### src/rtl/nxm_mode_queue.sv
// Circular-buffer queue with runtime FIFO/LIFO discipline, thresholds, occupancy and sticky errors.
// Read latency 1 cycle; a push when full is dropped (overflow_err), a pop when empty sets underflow_err.
module nxm_mode_queue #(
    parameter int BITWIDTH  = 8,
    parameter int QUEUESIZE = 32,
    parameter int AFULL_TH  = QUEUESIZE - 2,
    parameter int AEMPTY_TH = 2
) (
    input  logic                       clk,
    input  logic                       rst,
    input  logic                       enable,
    input  logic                       mode,
    input  logic                       push,
    input  logic                       pop,
    input  logic                       err_clr,
    input  logic [BITWIDTH-1:0]        data_in,
    output logic [BITWIDTH-1:0]        data_out,
    output logic                       data_out_valid,
    output logic [$clog2(QUEUESIZE):0] count,
    output logic                       mode_active,
    output logic                       full,
    output logic                       empty,
    output logic                       almost_full,
    output logic                       almost_empty,
    output logic                       overflow_err,
    output logic                       underflow_err
);

    localparam int PW = $clog2(QUEUESIZE);
    localparam int CW = PW + 1;

    logic [BITWIDTH-1:0] r_mem [QUEUESIZE];
    logic [PW-1:0]       r_wr_ptr;
    logic [PW-1:0]       r_rd_ptr;
    logic [CW-1:0]       r_count;
    logic [BITWIDTH-1:0] r_dout;
    logic                r_vld;
    logic                r_mode;
    logic                r_ovf;
    logic                r_unf;

    logic                w_empty;
    logic                w_full;
    logic                w_wr_en;
    logic                w_rd_en;
    logic                w_bypass;
    logic                w_wr_adv;
    logic                w_rd_adv;
    logic                w_ovf_evt;
    logic                w_unf_evt;
    logic [CW-1:0]       w_cnt_nxt;
    logic [PW-1:0]       w_wr_addr;
    logic [PW-1:0]       w_rd_addr;
    logic [BITWIDTH-1:0] w_rd_dat;

    function automatic logic [PW-1:0] f_inc(input logic [PW-1:0] p);
        return (p == PW'(QUEUESIZE - 1)) ? '0 : p + PW'(1);
    endfunction

    always_comb begin
        w_empty   = (r_count == '0);
        w_full    = (r_count == CW'(QUEUESIZE));
        w_wr_en   = 1'b0;
        w_rd_en   = 1'b0;
        w_bypass  = 1'b0;
        w_wr_adv  = 1'b0;
        w_rd_adv  = 1'b0;
        w_ovf_evt = 1'b0;
        w_unf_evt = 1'b0;
        w_cnt_nxt = r_count;
        // LIFO addresses the top of stack directly from the occupancy
        w_wr_addr = r_mode ? r_count[PW-1:0] : r_wr_ptr;
        w_rd_addr = r_mode ? (r_count[PW-1:0] - PW'(1)) : r_rd_ptr;
        if (enable) begin
            if (push && pop) begin
                if (w_empty || r_mode) begin
                    w_bypass = 1'b1;
                end else begin
                    w_wr_en  = 1'b1;
                    w_rd_en  = 1'b1;
                    w_wr_adv = 1'b1;
                    w_rd_adv = 1'b1;
                end
            end else if (push) begin
                if (w_full) begin
                    w_ovf_evt = 1'b1;
                end else begin
                    w_wr_en   = 1'b1;
                    w_wr_adv  = !r_mode;
                    w_cnt_nxt = r_count + CW'(1);
                end
            end else if (pop) begin
                if (w_empty) begin
                    w_unf_evt = 1'b1;
                end else begin
                    w_rd_en   = 1'b1;
                    w_rd_adv  = !r_mode;
                    w_cnt_nxt = r_count - CW'(1);
                end
            end
        end
    end

    assign w_rd_dat = r_mem[w_rd_addr];

    always_ff @(posedge clk) begin
        if (w_wr_en) begin
            r_mem[w_wr_addr] <= data_in;
        end
    end

    always_ff @(posedge clk or negedge rst) begin
        if (!rst) begin
            r_wr_ptr <= '0;
            r_rd_ptr <= '0;
            r_count  <= '0;
            r_dout   <= '0;
            r_vld    <= 1'b0;
            r_mode   <= 1'b0;
            r_ovf    <= 1'b0;
            r_unf    <= 1'b0;
        end else begin
            r_vld <= 1'b0;
            if (enable) begin
                if (w_bypass) begin
                    r_dout <= data_in;
                    r_vld  <= 1'b1;
                end else if (w_rd_en) begin
                    r_dout <= w_rd_dat;
                    r_vld  <= 1'b1;
                end
                r_count <= w_cnt_nxt;
                if (w_wr_adv) begin
                    r_wr_ptr <= f_inc(r_wr_ptr);
                end
                if (w_rd_adv) begin
                    r_rd_ptr <= f_inc(r_rd_ptr);
                end
                // Discipline may only change while the queue is empty and nothing is entering
                if (w_empty && !push) begin
                    r_mode <= mode;
                    if (mode) begin
                        r_wr_ptr <= '0;
                        r_rd_ptr <= '0;
                    end
                end
                if (err_clr) begin
                    r_ovf <= 1'b0;
                    r_unf <= 1'b0;
                end
                if (w_ovf_evt) begin
                    r_ovf <= 1'b1;
                end
                if (w_unf_evt) begin
                    r_unf <= 1'b1;
                end
            end
        end
    end

    assign data_out       = r_dout;
    assign data_out_valid = r_vld;
    assign count          = r_count;
    assign mode_active    = r_mode;
    assign full           = (r_count == CW'(QUEUESIZE));
    assign empty          = (r_count == '0);
    assign almost_full    = (r_count >= CW'(AFULL_TH));
    assign almost_empty   = (r_count <= CW'(AEMPTY_TH));
    assign overflow_err   = r_ovf;
    assign underflow_err  = r_unf;

endmodule

### config.mk
export PLATFORM = sky130hd
export DESIGN_NAME = nxm_mode_queue
export DESIGN_NICKNAME = d
export VERILOG_FILES = /design/src/rtl/nxm_mode_queue.sv
export SDC_FILE = /design/constraint.sdc
export NUM_CORES = 1
export LEC_CHECK = 0
export BUFFER_PORTS_ARGS = -buffer_cell sky130_fd_sc_hd__clkbuf_2
export CAP_MARGIN = 25
export CORE_ASPECT_RATIO = 1.25
export CORE_MARGIN = 4
export CORE_UTILIZATION = 55
export DETAILED_ROUTE_END_ITERATION = 7
export PLACE_DENSITY = 0.81
export SETUP_SLACK_MARGIN = 0.2
export SKIP_CTS_REPAIR_TIMING = 1
export SYNTH_ARGS = -nofsm -noshare
export SYNTH_HDL_FRONTEND = slang
export SYNTH_SLANG_ARGS = --single-unit
### constraint.sdc
create_clock -name clk -period 9.5 [get_ports clk]
set_clock_uncertainty 0.2 [all_clocks]
set_input_delay 0.95 -clock clk [delete_from_list [all_inputs] [get_ports clk]]
set_output_delay 0.95 -clock clk [all_outputs]
set_load 0.02 [all_outputs]
# == Word-level counts from Yosys, hierarchy flattened ==
# Memories as Yosys holds them, arrays and structs flattened.
# Index checks and enable logic that the tools add are counted.
# classes
mux,55
magnitude_cmp,2
bitwise,1
n_addsub,5
n_reduce_logical,15
eq_ne,5
# op_table
cell,n
two-way mux 5 bit,10
two-way mux 1 bit,39
two-way mux 6 bit,4
two-way mux 8 bit,2
adder 5 x 1 -> 5 bit (second input constant),2
== test 5 bit (second input constant),2
AND reduction 2 bit,4
nonzero test 2 bit,4
adder 6 x 1 -> 6 bit (second input constant),1
== test 6 bit (second input constant),1
greater-or-equal comparator 6 x 5 -> 1 bit (second input constant),1
less-or-equal comparator 6 x 2 -> 1 bit (second input constant),1
zero test 6 bit,1
subtractor 6 x 1 -> 6 bit (second input constant),1
AND reduction 5 bit,1
subtractor 5 x 1 -> 5 bit (second input constant),1
inequality test 2 bit (second input constant),2
logical AND 1 bit,2
zero test 1 bit,2
logical OR 1 bit,1
NOT 1 bit,1
# totals
n_memories,1
ram_bits,256
output_inout_bits,22
reg_bits,28
wordCells,92
# mem_list
name,depth,word_bits,read_ports,rd_clocked_by_memory_dff,write_ports,line,text
r_mem,32,8,1,0,1,32,logic [BITWIDTH-1:0] r_mem [QUEUESIZE];

# == Longest topological paths before layout ==
# depth
ltp_word,9
mapped_depth,14
ltp_nobuf,9

# == Least setup slack after synthesis ==
# Ideal clock, no wire load.
# synth_path
path_kind,register -> register
start,register r_count[0] (netlist: count[0])
end,"memory r_mem[28][0], enable pin"
setup_time_ns,0.370
stages_incl_launch_ff,12
t_required_ns,8.930
arrival_ns,2.774
path_buffers,2
path_slack_ns,6.156
period_less_slack_ns,3.344
path_cell_list,dfrtp_1 buf_4 clkinv_1 clkbuf_1 ha_1 nor4b_4 and2b_4 nor2_2 a21o_1 nor3b_1 nand2_1 nor2_1
# synth_via
elab_chain_len,7
# synth_rtl
element,line,text
start: declaration,35,logic [CW-1:0] r_count;
start signal: assignment,132,r_count <= w_cnt_nxt;
zero test 6 bit,n/a,
net empty,22,"output logic empty,"
logical OR 1 bit,76,if (w_empty || r_mode) begin
two-way mux 1 bit,76,
two-way mux 1 bit,75,if (push && pop) begin
two-way mux 1 bit,74,if (enable) begin
two-way mux 1 bit,107,if (w_wr_en) begin
two-way mux 1 bit (not written as such),108,r_mem[w_wr_addr] <= data_in;
end: declaration,32,
# The timed path passes the listed nets, and every way through them passes these cells.

# == Final worst setup path ==
# layout_path
start,register r_rd_ptr[0]
end,register r_dout[3] (netlist: data_out[3])
# layout_via
elab_chain_len,4
# layout_rtl
element,line,text
start: declaration,34,logic [PW-1:0] r_rd_ptr;
start signal: assignment,137,r_rd_ptr <= f_inc(r_rd_ptr);
two-way mux 5 bit,73,w_rd_addr = r_mode ? (r_count[PW-1:0] - PW'(1)) : r_rd_ptr;
memory (32 x 8 bit),n/a,
two-way mux 8 bit,128,end else if (w_rd_en) begin
two-way mux 8 bit,125,if (w_bypass) begin
end signal: assignment,126,r_dout <= data_in;
end signal: assignment,129,r_dout <= w_rd_dat;
end: declaration,36,logic [BITWIDTH-1:0] r_dout;
# Every way passes these cells. The select of a mux whose other input is x is not followed.
# A chain may end at the register's enable or synchronous reset.

==> results <==
- The flow ran to the end, and the final reports show no timing, DRC or antenna violations.
- Before CTS, the worst setup slack after placement is 5530 ps.
- Of the total power, the clock network draws 0.220.
- After synthesis, the mean cell area works out to 11.5 um^2.
- The average wire per cell in the routed design is 24.9 um.
- After synthesis, the netlist uses 67 different library cells.
- The total power per unit cell area is 340 nW/um^2.
- For this run, the total global-route usage over all layers was measured as 0.279.
- Headroom to the max-slew limit came out at 0.255.
- The count of yosys warnings during synthesis is 0.
- TritonCTS built the clock tree.
- The core outline area is 24400 um^2.
- The count of final max-slew check failures is 0.
- The number of max-capacitance violations reported is 0.
- Measured on the finished design, the core utilization comes to 0.606.
- The vias after detailed routing is 10400.
- CTS placed an instance of sky130_fd_sc_hd__clkbuf_16 at the clock tree root.
- After detailed routing, the number of remaining DRC violations is 0.
- The count of clock tree sinks is 284.
- Of the total power, the share spent switching nets is 0.431.
- The minimum clock period is 3990 ps.
- The DRC marker count from the first detailed-route iteration is 1548.
- In the final layout, flip-flops and latches occupy 8390 um^2.
- Entering global routing, the biggest net connects 103 pins.
- The required time reported for the critical path endpoint is 9720 ps.
- The category of the critical setup timing path is flop to flop.
- The congestion estimate from routability-driven global placement came to 0.950.
- The share of the clock period used by the worst path is 0.420.
- Static timing analysis puts the maximum clock frequency at 251 MHz.
- The dominant synthesized flop cell is sky130_fd_sc_hd__edfxtp_1.
- The clock latency at the later pin of the worst-skew pair is 550 ps.
- Of all cell types, the one taking the most synthesized area is sky130_fd_sc_hd__edfxtp_1.
- The power spent charging and discharging nets is 0.00217 W.
- The clock-pin slew on the worst setup and hold paths is 70 ps.
- The total overflow left after global routing is 0.
- The area used by multi-input combinational logic is 4750 um^2.
- The count of endpoints failing setup in the final report is 0.
- Using the TritonRoute via totals, the vias-per-cell ratio works out to 6.81.
- The number of storage elements in the synthesis netlist is 284.
- Adding up every negative setup slack in the final design gives 0 ps.
- The worst hold slack is 269 ps.
- The first-pass GRT wire length is 58900 um.
- For this run, the register share of the synthesized area comes to 0.617.
- The most used standard cell by instance count after synthesis is sky130_fd_sc_hd__edfxtp_1.
- The initial antenna violation count is 0.
- The number of nets in the finished design is 1206.
- Along the worst path, the maximum fanout reaches 67.
- The sort of element at the end of the critical path is a flop.
- STA puts the critical path data arrival time at 4210 ps.
- The proportion of synthesized flip-flops having asynchronous set or reset is 0.0986.
- The antenna violation net count after detailed routing is 0.
- The floorplan die height is 184 um.
- For the pin with the worst max-slew slack, the measured transition is 1110 ps.
- Of the total power, registers draw 0.310.
- For this configuration, the core starts out at a cell density of 0.557.
- The type of the worst min-delay path is input port to asynchronous set/reset pin.
- Compared with the post-synthesis result, the final layout area differs by 8.79%.
- By area the synthesized netlist is led by sky130_fd_sc_hd__edfxtp_1 (57%), sky130_fd_sc_hd__o21ai_0 (6.5%), sky130_fd_sc_hd__dfrtp_1 (5.2%), sky130_fd_sc_hd__nor2_1 (3.7%), sky130_fd_sc_hd__o22ai_1 (2.8%).
- The TritonCTS buffer count is 25.
- The final-report hold violation count is 0.
- The count of TritonRoute iterations in the first routing pass is 6.
- The floorplan die area is 27300 um^2.
- The peak supply drop is 0.000306 V.
- Counting every instance in the synthesized netlist gives 1187.
- The commonest cells after synthesis are sky130_fd_sc_hd__edfxtp_1 (256), sky130_fd_sc_hd__o21ai_0 (176), sky130_fd_sc_hd__nor2_1 (133), sky130_fd_sc_hd__o22ai_1 (60), sky130_fd_sc_hd__nor2b_1 (59).
- The number of flops mapped to enable cells by yosys is 256.
- The floorplan step set the die width to 149 um.
- Of the total power, combinational logic draws 0.470.
- The wire-length estimate of the detail-placed layout is 22700 um.
- The slack of the critical path is 5510 ps.
- In this run the static leakage power is 4.84 nW.
- The number of global-route vias before repair is 10200.
- Of the post-synthesis cell area, the dominant cell type holds 0.565.
- Counting every net in the synthesized netlist gives 1214.
- The worst setup path is launched from a flop.
- In this run the core area contains 64 standard-cell rows.
- The cell-internal power is 0.00286 W.
- The total wirelength of the detailed-routed design is 38100 um.
- The share of final-layout standard cells stronger than drive strength 1 is 0.0952.
- The port buffer count is 36.
- CTS built an H-tree with a depth of 1.
- The post-synthesis instance area is 13600 um^2.
- The number of filler cells placed in the layout is 1791.
- The maximum buffer depth of the clock tree is 3.
- Setup repair after global routing left no endpoint under its margin.
- The number of placed I/O pins is 37.
metrics by stage:
stage	area (um^2)	std cells	total power, W
after floorplan	13600	1187	0.00319
after global placement	13900	1481	0.00380
after detailed placement	13900	1481	0.00385
after CTS	14800	1527	0.00495
after global routing	14800	1528	0.00528
final	14800	1529	0.00503
layout make-up:
class / instances / area share
antenna: 1 / 0.000169
clock buffer: 31 / 0.0459
clock inverter: 15 / 0.0147
inverter: 10 / 0.00254
multi-input combinational: 808 / 0.321
sequential: 284 / 0.567
tap: 330 / 0.0279
timing repair buffer: 50 / 0.0206
worst paths after layout:
path | from | end | slack (ps) | cells after the start
worst max-delay path | r_rd_ptr[0]$_DFFE_PN0P_ | data_out[3]$_DFFE_PN0P_ | 5510 | 9
worst min-delay path | rst | r_wr_ptr[4]$_DFFE_PN0P_ | 270 | 1
worst max register to register | r_rd_ptr[0]$_DFFE_PN0P_ | data_out[3]$_DFFE_PN0P_ | 5510 | 9
worst min register to register | overflow_err$_DFFE_PN0P_ | overflow_err$_DFFE_PN0P_ | 330 | 1
max in group asynchronous | rst | count[0]$_DFFE_PN0P_ | 8250 | 1
min in group clk | overflow_err$_DFFE_PN0P_ | overflow_err$_DFFE_PN0P_ | 330 | 1
flip-flops by register name, indices dropped and copies added, names as in the netlist:
name,count
overflow_err,1
r_wr_ptr,5
r_mem,256
underflow_err,1
mode_active,1
r_rd_ptr,5
data_out,8
data_out_valid,1
count,6
power by group through the flow:
stage	sequential (W)	clock, W	combinational (W)
floorplan	0.00154	0	0.00165
global placement	0.00158	0	0.00222
detailed placement	0.00158	0	0.00227
CTS	0.00155	0.00110	0.00229
global route	0.00156	0.00116	0.00256
finish	0.00156	0.00111	0.00237
cell usage in the layout, fill, tap and decap left out, drive strengths merged, types with 24 or more instances in the layout:
cell    synthesis  layout
a21oi          59      59
and2           24      24
clkbuf         34      67
dfrtp          28      28
edfxtp        256     256
nand2          34      34
nor2          134     134
nor2b          60      60
nor3           25      25
o21ai         197     197
o22ai          60      60
o31ai          46      46
routing by layer:
layer | GRT usage | wire (um) | vias to the layer above
met2 | 0.450 | 18600 | 759
met3 | 0.0565 | 4290 | 153
met1 | 0.350 | 13000 | 5012
met4 | 0.165 | 2260 | 0
met5 | 0 | 0 | -
li1 | - | - | 4481
critical path: stages (launching register included):
cell,delay (ps)
sky130_fd_sc_hd__dfrtp_2,850
sky130_fd_sc_hd__buf_4,710
sky130_fd_sc_hd__inv_1,450
sky130_fd_sc_hd__buf_4,360
sky130_fd_sc_hd__o21ai_0,180
sky130_fd_sc_hd__and2_0,140
sky130_fd_sc_hd__a21oi_1,70
sky130_fd_sc_hd__o21bai_1,470
sky130_fd_sc_hd__o2111a_1,280
sky130_fd_sc_hd__o21ai_1,60
cells by family (layout without fill, tap and decap cells):
family,after synthesis,after routing,synth area share
xor+xnor,10,10,0.00644
flops,284,284,0.617
compound gates,464,464,0.208
buf+inv,95,106,0.0347
mux,9,9,0.00672
other cells,0,1,0
simple gates,313,313,0.115
fa+ha+maj,12,12,0.0116
No activity file was read; power rests on OpenSTA's default activity.
